<file path="src/rtl/u_rbs24_seq.sv">
// u_rbs24_seq: digit-serial unsigned ripple-borrow subtractor.
//
// Computes a - b over N bits, CHUNK bits per clock, and carries one borrow bit
// from each chunk into the next. The result is {borrow, (a - b) mod 2^N}.
// A valid/ready handshake is used on both the operand side and the result side.
//
// Ports:
//   clk             rising-edge clock
//   rst             asynchronous active-high reset
//   in_valid        operand pair valid
//   in_ready        block can accept operands (IDLE)
//   a, b            minuend and subtrahend, unsigned, N bits
//   out_valid       result valid (DONE)
//   out_ready       consumer accepts the result
//   u_rbs24_seq_out [N-1:0] difference mod 2^N, [N] borrow (1 iff a < b)
//   busy            high in RUN or DONE
module u_rbs24_seq #(
    parameter int unsigned N     = 24,
    parameter int unsigned CHUNK = 4
) (
    input  logic         clk,
    input  logic         rst,
    input  logic         in_valid,
    output logic         in_ready,
    input  logic [N-1:0] a,
    input  logic [N-1:0] b,
    output logic         out_valid,
    input  logic         out_ready,
    output logic [N:0]   u_rbs24_seq_out,
    output logic         busy
);

    localparam int unsigned NumChunks = N / CHUNK;
    localparam int unsigned CntW      = (NumChunks > 1) ? $clog2(NumChunks) : 1;
    localparam logic [CntW-1:0] LastCnt = CntW'(NumChunks - 1);

    // Refuse to elaborate if the operand does not split into whole chunks.
    if ((N % CHUNK) != 0) begin : g_chunk_check
        $error("u_rbs24_seq: CHUNK must divide N");
    end

    typedef enum logic [1:0] {
        StIdle,
        StRun,
        StDone
    } state_e;

    state_e            state_q, state_d;
    logic [N-1:0]      a_q, a_d;
    logic [N-1:0]      b_q, b_d;
    logic [N-1:0]      res_q, res_d;
    logic              borrow_q, borrow_d;
    logic [CntW-1:0]   cnt_q, cnt_d;
    logic [N:0]        out_q, out_d;

    logic [CHUNK-1:0]  diff;
    logic              chunk_bout;

    // Chained full subtractor over the low CHUNK bits of the operand registers.
    always_comb begin : p_chunk_sub
        logic bin;
        bin  = borrow_q;
        diff = '0;
        for (int i = 0; i < CHUNK; i++) begin
            diff[i] = a_q[i] ^ b_q[i] ^ bin;
            bin     = (~a_q[i] & b_q[i]) | (~(a_q[i] ^ b_q[i]) & bin);
        end
        chunk_bout = bin;
    end

    always_comb begin : p_next
        state_d  = state_q;
        a_d      = a_q;
        b_d      = b_q;
        res_d    = res_q;
        borrow_d = borrow_q;
        cnt_d    = cnt_q;
        out_d    = out_q;
        unique case (state_q)
            StIdle: begin
                if (in_valid) begin
                    a_d      = a;
                    b_d      = b;
                    res_d    = '0;
                    borrow_d = 1'b0;
                    cnt_d    = '0;
                    state_d  = StRun;
                end
            end
            StRun: begin
                // Difference chunks enter from the top so that after the last
                // chunk the least significant chunk sits at bit 0.
                res_d    = (res_q >> CHUNK) | (N'(diff) << (N - CHUNK));
                a_d      = a_q >> CHUNK;
                b_d      = b_q >> CHUNK;
                borrow_d = chunk_bout;
                cnt_d    = cnt_q + 1'b1;
                if (cnt_q == LastCnt) begin
                    out_d   = {chunk_bout, res_d};
                    state_d = StDone;
                end
            end
            StDone: begin
                if (out_ready) begin
                    state_d = StIdle;
                end
            end
            default: begin
                state_d = StIdle;
            end
        endcase
    end

    always_ff @(posedge clk or posedge rst) begin : p_regs
        if (rst) begin
            state_q  <= StIdle;
            a_q      <= '0;
            b_q      <= '0;
            res_q    <= '0;
            borrow_q <= 1'b0;
            cnt_q    <= '0;
            out_q    <= '0;
        end else begin
            state_q  <= state_d;
            a_q      <= a_d;
            b_q      <= b_d;
            res_q    <= res_d;
            borrow_q <= borrow_d;
            cnt_q    <= cnt_d;
            out_q    <= out_d;
        end
    end

    // The output register only loads on completion, so the last result stays
    // visible through IDLE and the next RUN.
    assign in_ready        = (state_q == StIdle);
    assign out_valid       = (state_q == StDone);
    assign busy            = (state_q != StIdle);
    assign u_rbs24_seq_out = out_q;

endmodule

</file>
<file path="config.mk">
export PLATFORM = sky130hd
export DESIGN_NAME = u_rbs24_seq
export DESIGN_NICKNAME = d
export VERILOG_FILES = /design/src/rtl/u_rbs24_seq.sv
export SDC_FILE = /design/constraint.sdc
export NUM_CORES = 1
export LEC_CHECK = 0
export CORE_MARGIN = 4
export CORE_UTILIZATION = 35
export DETAILED_ROUTE_END_ITERATION = 16
export GPL_ROUTABILITY_DRIVEN = 0
export PLACE_DENSITY = 0.66
export SYNTH_ARGS = -nofsm -noshare
export SYNTH_HDL_FRONTEND = slang
export SYNTH_SLANG_ARGS = --single-unit
</file>
<file path="constraint.sdc">
create_clock -name clk -period 5.8 [get_ports clk]
set_clock_uncertainty 0.05 [all_clocks]
set_input_delay 0.58 -clock clk [delete_from_list [all_inputs] [get_ports clk]]
set_output_delay 0.58 -clock clk [all_outputs]
set_load 0.1 [all_outputs]
</file>
==> results.yml <==
flow_run:
  maxCapViolations: 0
detailed_routing:
  num_vias: 3197
  wl_um: 9770
  drc: 0
  first_iter_violations: 208
  routedWlPerCell_um: 15.8
  antenna_left: 0
  vias_per_cell: 5.16
  first_pass_iters: 6
worst_setup_path:
  crit_type: "flop to output pin"
  rr_worst_depth: 9
  timing.rr.start: "a_q[0]"
  slowest_delay_ns: 1.16
  critPathSlowestCell: "clkdlybuf4s50_1"
  cp-start-kind: "flop"
  reg2reg_to: "u_rbs24_seq_out[23]"
  cp_data_required_time_ns: 5.17
  crit_chain: "inv_2 -> nor2_1 -> clkdlybuf4s50_1"
  cp-end-kind: "output pin"
  r2r_slack_ns: 3.38
  critPathArrivalTime_ns: 2.99
  path_max_fanout: 28
status:
  outcome: "finished, final reports clean"
logic_synthesis:
  syn_inst: 386
  synth_seq_cells: 99
  yosysSeqAreaShare_pct: 56.7
  yosysTopAreaCellShare_pct: 56.7
  synthFlopType: "dfrtp_1"
  syn_avg_cell_area_um2: 11.3
  synth_fp_nets: 444
  synth_area_mm2: 0.00437
  ys_warn_count: 0
  netlist.top_cell.by_area: "dfrtp_1"
  ys_top_cells_by_count: "dfrtp_1, nor3_1, o22ai_1"
  yosysMostFrequentCell: "dfrtp_1"
  synth_edf_count: 0
  ys_types: 39
  synth-async-reset-ratio_pct: 100
  ys_top_cells_by_area: "dfrtp_1, nor3_1, mux2_2"
pwr:
  p_per_area_mw_per_mm2: 644
  p_leak_nw: 2.31
  p_total_w: 0.00356
  ir_drop_v: 0.000178
sta:
  slew_headroom_pct: 33.7
  maxSlewViolCount: 0
  worst_pin_slew_ns: 0.991
  fmax_mhz: 276
  setup_viol: 0
  rsz0062_at_grt: "no"
  hold_violations: 0
  final.setup.tns_ns: 0
  post-route-period-util_pct: 62.4
  fin_crit_ns: 3.62
  setup_ws_ns: 2.18
floorplanning:
  core_area_mm2: 0.0121
  dieHeight_um: 120
  fp-row-count: 40
  floorplan.initialDensity_pct: 36.1
  die_w_um: 120
  dieArea_mm2: 0.0143
  ios: 80
clock_network:
  clockBufferDepth: 2
  clock_sinks: 99
  cts_setup_buffers: 0
  cts_htree_levels: 3
  cts_tree: "done"
  ctsResizeCount: 0
  cts_made_buffers: 9
  hold_buffers: 0
  path_clk_slew_ns: 0.07
  clock_latency_ns: 0.34
  clockRootBuffer: "clkbuf_16"
placed_design:
  dpl.hpwl_um: 6590
  place_inst: 605
  port_buffers: 79
  preCtsSetupSlack_ns: 2.55
global_routing:
  antenna_found_initial: 0
  grt_max_degree: 83
  grt_overflow_total: 0
  grt_pass1_wl_um: 16500
  grt.total_usage_pct: 14.2
  grt_pass1_vias: 3199
final_layout:
  fin_cells: 620
  drive_above_1_share_pct: 11.3
  n_antenna_cell: 0
  nets: 506
  layout-area-overhead-vs-synth_pct: 26.7
worst_hold_path:
  min_to: "a_q[20]"
  min_from: "a_q[20]"
  whs_path_depth: 1
  hold_class: "flop to flop"
[where the power goes]
group	total (W)	leakage, nW	switching [W]	internal [W]
clock	0.000603	0.144	0.000248	0.000355
combinational	0.00172	0.938	0.00113	0.000595
sequential	0.00124	1.23	0.000229	0.00101
total	0.00356	2.31	0.00161	0.00196
[how the worst max path moves through the flow]
stage                           from         to  slack (ns)  depth (start not counted)
final                     state_q[1]  out_valid        2.18                          3
after global routing      state_q[1]  out_valid        2.00                          3
after CTS                 state_q[1]  out_valid        2.16                          3
after detailed placement  state_q[1]  out_valid        2.55                          3
after global placement    state_q[1]  out_valid        2.60                          3
after floorplan                  rst     a_q[0]        2.58                          1
[layout by cell type, fill, tap and decap left out, types with 13 or more instances in the layout]
cell type and n:
a22o_1 18, clkdlybuf4s50_1 79, dfrtp_1 98, inv_1 16, mux2_2 19, nand2_1 13
nor2_1 13, nor3_1 60, o21ai_0 13, o22ai_1 27
[worst max-delay path: cells and delay by family, from the launching register on]
| family | cells | cell delay [ns] |
|---|---|---|
| buffers and inverters | 2 | 1.57 |
| flip-flops | 1 | 0.89 |
| AND/OR/NAND/NOR | 1 | 0.19 |
[metal layers]
metal / part of all wire [%] / global-route usage, % / vias to the layer above
met5: 0 / 0 / -
met4: 1.3 / 5.37 / 0
li1: - / - / 1533
met3: 4.3 / 2.45 / 10
met1: 45 / 19.8 / 1582
met2: 49 / 22.2 / 72
[cells by family after synthesis]
kind of cell	after synthesis	share of synthesized area [%]
and+or+nand+nor	108	13.0
muxes	22	5.93
adders and majority gates	6	2.40
DFF	99	56.7
buffers and inverters	53	5.93
AOI/OAI and AO/OA	98	16.1
[sequential cells by signal, indices dropped and copies added, names as in the netlist]
signal,flops
a_q,24
cnt_q,3
borrow_q,1
res_q,20
b_q,24
u_rbs24_seq_out,25
state_q,2
[layout make-up]
class / instances / area, um2
fillers: 1154 / 6580
flip-flops and latches: 99 / 2480
multi-input cells: 234 / 1630
repair buffers: 85 / 836
clock buffers: 11 / 253
well taps: 168 / 210
inverters: 19 / 73.8
clock inverters: 4 / 50.0
[metrics by stage]
stage,hold slack (ns),cell area (um2),utilization [%]
final,0.446,5540,45.7
after global routing,0.468,5540,45.7
after CTS,0.448,5540,45.7
after detailed placement,0.431,5230,43.2
after global placement,0.424,5230,43.2
after floorplan,0.412,4370,-
No activity file was read; power rests on OpenSTA's default activity.
